## config.mk

```make
export PLATFORM = sky130hd
export DESIGN_NAME = reorder_buffer_flat
export DESIGN_NICKNAME = d
export VERILOG_FILES = /design/src/rtl/reorder_buffer_if.sv /design/src/rtl/reorder_buffer.sv /design/src/flat_wrapper.sv
export SDC_FILE = /design/constraint.sdc
export NUM_CORES = 2
export LEC_CHECK = 0
export BUFFER_PORTS_ARGS = -buffer_cell sky130_fd_sc_hd__buf_2
export CAP_MARGIN = 15
export CORE_MARGIN = 2
export CORE_UTILIZATION = 45
export DETAILED_ROUTE_END_ITERATION = 12
export GPL_ROUTABILITY_DRIVEN = 0
export SYNTH_ARGS = -nofsm -noshare
export SYNTH_HDL_FRONTEND = slang
export SYNTH_SLANG_ARGS = --single-unit
```

## constraint.sdc

```tcl
create_clock -name clk_in -period 6.4 [get_ports clk_in]
set_clock_uncertainty 0.05 [all_clocks]
set_input_delay 0.32 -clock clk_in [delete_from_list [all_inputs] [get_ports clk_in]]
set_output_delay 0.32 -clock clk_in [all_outputs]
set_load 0.02 [all_outputs]
```

## src/rtl/reorder_buffer_if.sv

```systemverilog
// Issue, writeback, broadcast, retire and redirect signals of the reorder buffer.
// The master side (issue stage / stations) drives issue_* and wb_*; the buffer is the slave.
interface reorder_buffer_if;
    logic        issue_valid;
    logic [3:0]  issue_tag;
    logic [4:0]  issue_rd;
    logic [31:0] issue_addr;
    logic        issue_branch;
    logic [31:0] issue_pred_next;
    logic        issue_full;

    logic        wb_valid;
    logic [3:0]  wb_tag;
    logic [31:0] wb_val;

    logic        cdb_active;
    logic [3:0]  cdb_tag;
    logic [31:0] cdb_val;
    logic [31:0] cdb_addr;

    logic        commit_valid;
    logic [4:0]  commit_rd;
    logic [31:0] commit_val;
    logic [3:0]  commit_tag;

    logic        flush;
    logic [31:0] redirect_addr;

    modport master (
        output issue_valid, issue_tag, issue_rd, issue_addr, issue_branch, issue_pred_next,
        output wb_valid, wb_tag, wb_val,
        input  issue_full,
        input  cdb_active, cdb_tag, cdb_val, cdb_addr,
        input  commit_valid, commit_rd, commit_val, commit_tag,
        input  flush, redirect_addr
    );

    modport slave (
        input  issue_valid, issue_tag, issue_rd, issue_addr, issue_branch, issue_pred_next,
        input  wb_valid, wb_tag, wb_val,
        output issue_full,
        output cdb_active, cdb_tag, cdb_val, cdb_addr,
        output commit_valid, commit_rd, commit_val, commit_tag,
        output flush, redirect_addr
    );
endinterface

```

## src/rtl/reorder_buffer.sv

```systemverilog
// In-order retirement buffer: records issued instructions, takes results, broadcasts on the CDB,
// retires in order and flushes on a mispredicted branch. Define REORDER_BUFFER_BYPASS_EN to let a
// writeback that matches the head entry retire at the same edge.
module reorder_buffer #(
    parameter int DEPTH = 8,
    parameter int PTR_W = 3
) (
    input  logic            clk_in,
    input  logic            rst_in,
    input  logic            rdy_in,
    reorder_buffer_if.slave bus
);

    typedef struct packed {
        logic        busy;
        logic        ready;
        logic [3:0]  tag;
        logic [4:0]  rd;
        logic [31:0] addr;
        logic        branch;
        logic [31:0] pred_next;
        logic [31:0] val;
    } entry_t;

    entry_t            ent_q [DEPTH];
    entry_t            ent_d [DEPTH];
    logic [PTR_W-1:0]  head_q, head_d;
    logic [PTR_W-1:0]  tail_q, tail_d;
    logic [PTR_W:0]    count_q, count_d;

    logic              cdb_active_q, cdb_active_d;
    logic [3:0]        cdb_tag_q, cdb_tag_d;
    logic [31:0]       cdb_val_q, cdb_val_d;
    logic [31:0]       cdb_addr_q, cdb_addr_d;
    logic              commit_valid_q, commit_valid_d;
    logic [4:0]        commit_rd_q, commit_rd_d;
    logic [31:0]       commit_val_q, commit_val_d;
    logic [3:0]        commit_tag_q, commit_tag_d;
    logic              flush_q, flush_d;
    logic [31:0]       redirect_q, redirect_d;

    logic              full;
    logic              wb_fire;
    logic              wb_hit;
    logic [PTR_W-1:0]  wb_idx;
    logic              bypass;
    entry_t            head_ent;
    logic              commit_fire;
    logic [31:0]       commit_value;
    logic              mispredict;
    logic              issue_fire;

    assign full     = (count_q == (PTR_W+1)'(DEPTH));
    assign wb_fire  = rdy_in && bus.wb_valid && (bus.wb_tag != 4'd0);
    assign head_ent = ent_q[head_q];

    // Tags recycle, so only the oldest still-unready holder of the tag may take the result.
    always_comb begin
        wb_hit = 1'b0;
        wb_idx = '0;
        for (int i = 0; i < DEPTH; i++) begin
            if (!wb_hit
                && ent_q[head_q + PTR_W'(i)].busy
                && !ent_q[head_q + PTR_W'(i)].ready
                && (ent_q[head_q + PTR_W'(i)].tag == bus.wb_tag)) begin
                wb_hit = 1'b1;
                wb_idx = head_q + PTR_W'(i);
            end
        end
    end

`ifdef REORDER_BUFFER_BYPASS_EN
    assign bypass = wb_fire && wb_hit && (wb_idx == head_q);
`else
    assign bypass = 1'b0;
`endif

    assign commit_fire  = rdy_in && head_ent.busy && (head_ent.ready || bypass);
    assign commit_value = head_ent.ready ? head_ent.val : bus.wb_val;
    assign mispredict   = commit_fire && head_ent.branch && (commit_value != head_ent.pred_next);
    assign issue_fire   = rdy_in && bus.issue_valid && !full && !mispredict;

    // While paused everything holds, including pulse flops, so no event is lost across a pause.
    always_comb begin
        ent_d          = ent_q;
        head_d         = head_q;
        tail_d         = tail_q;
        count_d        = count_q;
        cdb_active_d   = cdb_active_q;
        cdb_tag_d      = cdb_tag_q;
        cdb_val_d      = cdb_val_q;
        cdb_addr_d     = cdb_addr_q;
        commit_valid_d = commit_valid_q;
        commit_rd_d    = commit_rd_q;
        commit_val_d   = commit_val_q;
        commit_tag_d   = commit_tag_q;
        flush_d        = flush_q;
        redirect_d     = redirect_q;

        if (rdy_in) begin
            cdb_active_d   = wb_fire;
            commit_valid_d = commit_fire;
            flush_d        = mispredict;

            if (wb_fire) begin
                cdb_tag_d  = bus.wb_tag;
                cdb_val_d  = bus.wb_val;
                cdb_addr_d = wb_hit ? ent_q[wb_idx].addr : 32'd0;
                if (wb_hit) begin
                    ent_d[wb_idx].ready = 1'b1;
                    ent_d[wb_idx].val   = bus.wb_val;
                end
            end

            if (commit_fire) begin
                commit_rd_d          = head_ent.rd;
                commit_val_d         = commit_value;
                commit_tag_d         = head_ent.tag;
                ent_d[head_q].busy   = 1'b0;
                ent_d[head_q].ready  = 1'b0;
                head_d               = head_q + PTR_W'(1);
            end

            if (issue_fire) begin
                ent_d[tail_q] = '{busy: 1'b1, ready: 1'b0, tag: bus.issue_tag, rd: bus.issue_rd,
                                  addr: bus.issue_addr, branch: bus.issue_branch,
                                  pred_next: bus.issue_pred_next, val: 32'd0};
                tail_d        = tail_q + PTR_W'(1);
            end

            if (issue_fire && !commit_fire) begin
                count_d = count_q + (PTR_W+1)'(1);
            end else if (!issue_fire && commit_fire) begin
                count_d = count_q - (PTR_W+1)'(1);
            end

            // A mispredict squashes every younger entry, including any same-edge writeback.
            if (mispredict) begin
                redirect_d = commit_value;
                for (int i = 0; i < DEPTH; i++) begin
                    ent_d[i].busy  = 1'b0;
                    ent_d[i].ready = 1'b0;
                end
                head_d  = '0;
                tail_d  = '0;
                count_d = '0;
            end
        end
    end

    always_ff @(posedge clk_in) begin
        if (!rst_in) begin
            for (int i = 0; i < DEPTH; i++) begin
                ent_q[i] <= '0;
            end
            head_q         <= '0;
            tail_q         <= '0;
            count_q        <= '0;
            cdb_active_q   <= 1'b0;
            cdb_tag_q      <= '0;
            cdb_val_q      <= '0;
            cdb_addr_q     <= '0;
            commit_valid_q <= 1'b0;
            commit_rd_q    <= '0;
            commit_val_q   <= '0;
            commit_tag_q   <= '0;
            flush_q        <= 1'b0;
            redirect_q     <= '0;
        end else begin
            ent_q          <= ent_d;
            head_q         <= head_d;
            tail_q         <= tail_d;
            count_q        <= count_d;
            cdb_active_q   <= cdb_active_d;
            cdb_tag_q      <= cdb_tag_d;
            cdb_val_q      <= cdb_val_d;
            cdb_addr_q     <= cdb_addr_d;
            commit_valid_q <= commit_valid_d;
            commit_rd_q    <= commit_rd_d;
            commit_val_q   <= commit_val_d;
            commit_tag_q   <= commit_tag_d;
            flush_q        <= flush_d;
            redirect_q     <= redirect_d;
        end
    end

    assign bus.issue_full    = full;
    assign bus.cdb_active    = cdb_active_q & rdy_in;
    assign bus.cdb_tag       = cdb_tag_q;
    assign bus.cdb_val       = cdb_val_q;
    assign bus.cdb_addr      = cdb_addr_q;
    assign bus.commit_valid  = commit_valid_q & rdy_in;
    assign bus.commit_rd     = commit_rd_q;
    assign bus.commit_val    = commit_val_q;
    assign bus.commit_tag    = commit_tag_q;
    assign bus.flush         = flush_q & rdy_in;
    assign bus.redirect_addr = redirect_q;

endmodule
```

## src/flat_wrapper.sv

```systemverilog
// flat-port wrapper written by rule: the top's interface ports become plain ports
module reorder_buffer_flat 
#(
    parameter int DEPTH = 8,
    parameter int PTR_W = 3
)
  (clk_in, rst_in, rdy_in, bus_issue_valid, bus_issue_tag, bus_issue_rd, bus_issue_addr, bus_issue_branch, bus_issue_pred_next, bus_wb_valid, bus_wb_tag, bus_wb_val, bus_issue_full, bus_cdb_active, bus_cdb_tag, bus_cdb_val, bus_cdb_addr, bus_commit_valid, bus_commit_rd, bus_commit_val, bus_commit_tag, bus_flush, bus_redirect_addr);
  reorder_buffer_if bus_i ();
  input  logic clk_in;
  input  logic rst_in;
  input  logic rdy_in;
  input wire logic [$bits(bus_i.issue_valid)-1:0] bus_issue_valid;
  input wire logic [$bits(bus_i.issue_tag)-1:0] bus_issue_tag;
  input wire logic [$bits(bus_i.issue_rd)-1:0] bus_issue_rd;
  input wire logic [$bits(bus_i.issue_addr)-1:0] bus_issue_addr;
  input wire logic [$bits(bus_i.issue_branch)-1:0] bus_issue_branch;
  input wire logic [$bits(bus_i.issue_pred_next)-1:0] bus_issue_pred_next;
  input wire logic [$bits(bus_i.wb_valid)-1:0] bus_wb_valid;
  input wire logic [$bits(bus_i.wb_tag)-1:0] bus_wb_tag;
  input wire logic [$bits(bus_i.wb_val)-1:0] bus_wb_val;
  output wire logic [$bits(bus_i.issue_full)-1:0] bus_issue_full;
  output wire logic [$bits(bus_i.cdb_active)-1:0] bus_cdb_active;
  output wire logic [$bits(bus_i.cdb_tag)-1:0] bus_cdb_tag;
  output wire logic [$bits(bus_i.cdb_val)-1:0] bus_cdb_val;
  output wire logic [$bits(bus_i.cdb_addr)-1:0] bus_cdb_addr;
  output wire logic [$bits(bus_i.commit_valid)-1:0] bus_commit_valid;
  output wire logic [$bits(bus_i.commit_rd)-1:0] bus_commit_rd;
  output wire logic [$bits(bus_i.commit_val)-1:0] bus_commit_val;
  output wire logic [$bits(bus_i.commit_tag)-1:0] bus_commit_tag;
  output wire logic [$bits(bus_i.flush)-1:0] bus_flush;
  output wire logic [$bits(bus_i.redirect_addr)-1:0] bus_redirect_addr;
  assign bus_i.issue_valid = bus_issue_valid;
  assign bus_i.issue_tag = bus_issue_tag;
  assign bus_i.issue_rd = bus_issue_rd;
  assign bus_i.issue_addr = bus_issue_addr;
  assign bus_i.issue_branch = bus_issue_branch;
  assign bus_i.issue_pred_next = bus_issue_pred_next;
  assign bus_i.wb_valid = bus_wb_valid;
  assign bus_i.wb_tag = bus_wb_tag;
  assign bus_i.wb_val = bus_wb_val;
  assign bus_issue_full = bus_i.issue_full;
  assign bus_cdb_active = bus_i.cdb_active;
  assign bus_cdb_tag = bus_i.cdb_tag;
  assign bus_cdb_val = bus_i.cdb_val;
  assign bus_cdb_addr = bus_i.cdb_addr;
  assign bus_commit_valid = bus_i.commit_valid;
  assign bus_commit_rd = bus_i.commit_rd;
  assign bus_commit_val = bus_i.commit_val;
  assign bus_commit_tag = bus_i.commit_tag;
  assign bus_flush = bus_i.flush;
  assign bus_redirect_addr = bus_i.redirect_addr;
  reorder_buffer #(.DEPTH(DEPTH), .PTR_W(PTR_W)) u_core (.clk_in(clk_in), .rst_in(rst_in), .rdy_in(rdy_in), .bus(bus_i));
endmodule
```

Word-level counts from Yosys, hierarchy flattened

Cells that the tools add are included.

Add/sub/neg operators: 10
Order comparisons: 13
Equal/unequal tests: 10
Multiplexer cells: 81
Bitwise logic cells: 13
Reductions and logical operators: 66

Operators by type and width:

| cell                | count |
|---|---|
| $mux 864            | 6 |
| $bwmux 864          | 5 |
| $bmux 108 s3        | 9 |
| $mux 108            | 18 |
| $demux 108 s3       | 5 |
| $mux 107            | 2 |
| $mux 97             | 2 |
| $mux 32             | 3 |
| $ge 4x4->1 const B  | 10 |
| $not 3->4           | 10 |
| $logic_and 1x1->1   | 37 |
| $mux 3              | 12 |
| $eq 4x4->1          | 8 |
| $ne 32x32->1        | 1 |
| $logic_not 1->1     | 19 |
| $mux 2              | 8 |
| $add 3x3->3 const B | 4 |
| $lt 4x1->1 const B  | 3 |
| $mux 4              | 3 |
| $reduce_and 2->1    | 6 |
| $mux 1              | 8 |
| $add 3x1->3 const B | 2 |
| $add 3x2->3 const B | 2 |
| $add 4x1->4 const B | 1 |
| 6 further kinds     | 9 |

Register bits: 1,018
Input port bits: 115
Output and inout port bits: 145
Word-level logic and storage cells: 270

Longest topological paths before layout

Word-level depth: 60
Mapped depth: 27
Depth with buffers taken out: 19

Worst setup path after synthesis

OpenSTA, ideal clock, no wires.

Kind: flip-flop to flip-flop
Start: reg u_core.head_q[1]
End: reg u_core.cdb_addr_q[10] (netlist: u_core.bus.cdb_addr[10])
Setup time: 0.117 ns
Data arrival time: 5.750 ns
Required time: 6.233 ns
Path slack: 0.482 ns
Cell stages (with the launch flop): 27
Buffers on the path: 13
Clock period less this slack: 5.918 ns
Cell sequence: dfxtp_1 buf_6 buf_6 buf_6 buf_4 buf_2 buf_2 buf_2 buf_2 clkinv_1 ha_1 buf_2 buf_4 buf_2 mux4_2 mux2i_1 xor2_1 nand3_1 or2_1 a2111o_1 nor4b_2 o21ai_2 buf_6 buf_4 mux2i_1 a22oi_1 a32o_1

Longest elaborated chain between the ends: 48
Elaborated cells between the ends (all ways): 106
Those cells by class: 7 x add/sub; 8 x eq/ne; 44 x mux; 9 x bitwise; 38 x reduce/logical

RTL lines:

| element                                                              | RTL line              | text |
|---|---|---|
| start, declared                                                      | reorder_buffer.sv:27  | `logic [PTR_W-1:0] head_q, head_d;` |
| start signal, assigned                                               | reorder_buffer.sv:156 | `head_q <= '0;` |
| start signal, assigned                                               | reorder_buffer.sv:171 | `head_q <= head_d;` |
| parallel branches: the longest is 47 deep, another holds $add 3x1->3 | n/a                   |  |
| $mux 32 *                                                            | reorder_buffer.sv:108 | `cdb_addr_d = wb_hit ? ent_q[wb_idx].addr : 32'd0;` |
| end signal, assigned                                                 | reorder_buffer.sv:177 | `cdb_addr_q <= cdb_addr_d;` |
| end, declared                                                        | reorder_buffer.sv:34  | `logic [31:0] cdb_addr_q, cdb_addr_d;` |

Every way passes the cells marked *. The select of a mux whose other input is x is not followed.
A chain may end at the register's enable or synchronous reset.

Final worst setup path

Start: reg u_core.head_q[1]
End: reg u_core.ent_q[208] in the netlist's numbering

Longest elaborated chain between the ends: 56
Elaborated cells between the ends (all ways): 125
Those cells by class: 7 x add/sub; 9 x eq/ne; 56 x mux; 9 x bitwise; 44 x reduce/logical

RTL lines:

| element                                                              | RTL line              | text |
|---|---|---|
| parallel branches: the longest is 55 deep, another holds $add 3x1->3 | n/a                   |  |
| $mux 864 *                                                           | reorder_buffer.sv:124 | `if (issue_fire) begin` |
| end signal, assigned                                                 | reorder_buffer.sv:170 | `ent_q <= ent_d;` |
| end, declared                                                        | reorder_buffer.sv:25  | `entry_t ent_q [DEPTH];` |

Marks and branches as above.

==> run_results.csv <==
group,metric,value,unit
route,ant_nets,0,
clock_tree,cts_max_level,3,
synthesis,muxShareOfSynthArea,19.2,%
route,drt_iter0_markers,3643,
synthesis,synth-edff-count,0,
clock_tree,clkTransAtPathRegs,0.06,ns
synthesis,synthAdderAreaFrac,0.312,%
min_path,hold_path.class,"primary input to register",
sta,layout_worst_path_cycle_share,97.7,%
synthesis,netlist_area,46400,um2
synthesis,synth-simple-area-share,17.3,%
floorplan,fp.dieArea,106000,um2
placed_design,dp_hpwl,89100,um
sta,setup-violations-final,0,
setup_path,start_kind,"register",
placed_design,io_buffers,259,
synthesis,synth-compound-area-share,12.4,%
sta,finalCriticalPeriod,6.25,ns
grt,grt_pass1_vias,37200,
synthesis,synth-seq-cells,1018,
synthesis,ys_async_sr_fraction,0,%
setup_path,worst-setup-path-type,"register to register",
synthesis,yosys.area.top_type,"dfxtp_1",
layout,syn2layout_area_growth,14.1,%
floorplan,start_util,45.5,%
route,drt-total-wl,152000,um
run,drv_cap,0,
setup_path,reg2reg_depth,15,
layout,nNetsFinal,5396,
clock_tree,cts_tree,"built",
clock_tree,cts_buffers,109,
floorplan,num_io_pins,260,
floorplan,die_y,325,um
grt,grt_pass1_wl,231000,um
power_and_ir_drop,pwr_density_cell,260,nW/um2
floorplan,core_area,102000,um2
clock_tree,cts-root-buf,"clkbuf_16",
min_path,min_path_cells,3,
layout,drive_gt1_share,14.7,%
setup_path,worst_ep_required_time,6.86,ns
route,viasPerCell,5.71,
grt,grtUsageTotal,27.9,%
power_and_ir_drop,ir_worst_vdd,0.242,mV
synthesis,synth_ff_type,"dfxtp_1",
sta,rsz0062_at_grt,"no",
floorplan,std_cell_rows,117,
outcome,status,"complete, no violations",
synthesis,synth-xor-area-share,1.45,%
grt,grt_max_degree,232,
synthesis,synth_top_area_share,43.9,%
route,drc_errors,0,
power_and_ir_drop,p_leak,0.0195,uW
clock_tree,cts_setup_buffers,0,
synthesis,ys_seq_area_share,43.9,%
setup_path,cp-end-kind,"register",
grt,grt-ovfl-total,0,
clock_tree,cts.sinks,1018,
synthesis,ys_top_cells_by_area,"dfxtp_1 (44%), nand2_1 (12%), mux2i_1 (10%)",
sta,hold_violations,0,
synthesis,synth_nets,5337,
sta,worstMarginPinSlew,1.32,ns
layout,design_area,53000,um2
setup_path,cp_data_arrival_time,6.72,ns
setup_path,path_max_fanout,89,
route,wl_per_cell,22.6,um
grt,antenna_found_initial,11,
synthesis,synth_top_family_by_area,"multiplexers",
sta,relSlewSlack,11.8,%
synthesis,synth_cell_type_count,85,
sta,finalMaxSlewViolations,0,
synthesis,synth_warnings,0,
synthesis,netlist_instances,5211,
placed_design,placed_cell_area,48100,um2
route,vias,38500,
sta,max_freq,0.160,GHz
route,drtPass1Iterations,5,
sta,setup_tns,0,ns
clock_tree,insertion_delay,0.72,ns
synthesis,syn_area_per_cell,8.91,um2
clock_tree,clock_path_buffers,3,
floorplan,fp.dieW,325,um
setup_path,r2r_slack,0.15,ns
==> critical path: stages (launching register included) <==
cell and delay [ns]:
dfxtp_4 0.36, buf_12 0.48, buf_4 0.76, mux4_2 0.34, mux2i_1 0.07, mux2i_1 0.82, xor2_1 0.20, nand4_1 0.10
nor4_1 0.68, a221o_4 0.32, and2b_1 0.21, buf_4 0.26, nand3_4 0.45, buf_4 0.59, nand2_1 0.17, a21oi_1 0.07
==> per-layer routing <==
metal / up-vias / GRT usage [%] / part of all wire [%]
met3: 256 / 4.79 / 7.1
met1: 18900 / 37.8 / 44
met4: 22 / 8.51 / 2.7
li1: 17900 / - / -
met5: - / 0 / 0.093
met2: 1340 / 45.4 / 46
==> cell usage after synthesis, types with 20 or more instances <==
library cell,number
nand2_1,1473
dfxtp_1,1018
a21oi_1,690
mux2i_1,471
clkbuf_1,282
nor2_1,254
mux4_2,186
buf_2,143
a22o_1,94
nand3_1,60
xor2_1,49
buf_4,43
and2_1,42
buf_1,27
a32o_1,24
buf_6,24
a211oi_1,23
xnor2_1,23
a22oi_1,22
and3_1,20
==> final timing paths <==
| kind | end | startpoint |
|---|---|---|
| min reg2reg | u_core.bus.cdb_val[24]$_SDFFE_PN0P_ | u_core.bus.cdb_val[24]$_SDFFE_PN0P_ |
| min | u_core.bus.cdb_tag[1]$_SDFFE_PN0P_ | bus_wb_tag[1] |
| max reg2reg | u_core.ent_q[208]$_SDFFE_PN0P_ | u_core.head_q[1]$_SDFFE_PN0P_ |
| max | u_core.ent_q[208]$_SDFFE_PN0P_ | u_core.head_q[1]$_SDFFE_PN0P_ |
==> metrics by stage <==
stage	power, uW	instances	hold slack (ns)	worst slack [ns]	util [%]
after floorplan	6970	5211	0.382	0.482	-
after global placement	7220	6418	0.388	0.128	47.1
after detailed placement	7220	6418	0.393	0.0893	47.1
after CTS	13900	6728	0.0177	0.0790	51.9
after global routing	14200	6729	0.0603	0.0392	51.9
final	13800	6731	0.0531	0.146	51.9
==> power breakdown <==
part | internal, uW | switching (uW) | total, uW
Combinational | 221 | 504 | 725
Sequential | 6390 | 35.5 | 6420
Clock | 3930 | 2710 | 6640
==> layout make-up <==
type	instances	area [um2]
Tap cell	1368	1710
Timing Repair Buffer	469	3360
Sequential cell	1018	20400
Fill cell	9516	49100
Clock buffer	171	3410
Clock inverter	31	407
Multi-Input combinational cell	3663	23700
Inverter	9	41.3
Antenna cell	2	5.00
==> cells in the final DEF, fill, tap and decap left out, types with 94 or more instances in the layout <==
cell type / n
nand2_1: 1471
dfxtp_1: 1015
a21oi_1: 690
mux2i_1: 471
buf_2: 259
nor2_1: 251
mux4_2: 185
clkbuf_16: 113
dlygate4sd3_1: 108
a22o_1: 94
==> logic make-up (layout without fill, tap and decap cells) <==
| logic type | Yosys count | after routing |
|---|---|---|
| mux | 657 | 657 |
| simple gates | 1963 | 1963 |
| flops | 1018 | 1018 |
| compound gates | 958 | 958 |
| fa+ha+maj | 11 | 11 |
| xor+xnor | 74 | 74 |
| other cells | 0 | 2 |
| buf+inv | 530 | 680 |
==> flip-flops by register name, summed over array words and instances (netlist names), 5 cells and up <==
register and cells:
u_core.bus.cdb_val 32, u_core.bus.redirect_addr 32, u_core.bus.commit_rd 5, u_core.bus.cdb_addr 32, u_core.bus.commit_val 32, u_core.ent_q 864
==> repair_timing <==
| item | CTS | global route |
|---|---|---|
| resized for setup | 0 | 1 |
| hold endpoints to repair | 691 | 0 |
| endpoints found under the setup margin | 0 | 30 |
| hold buffers | 108 | 0 |
No activity file was read; power rests on OpenSTA's default activity.
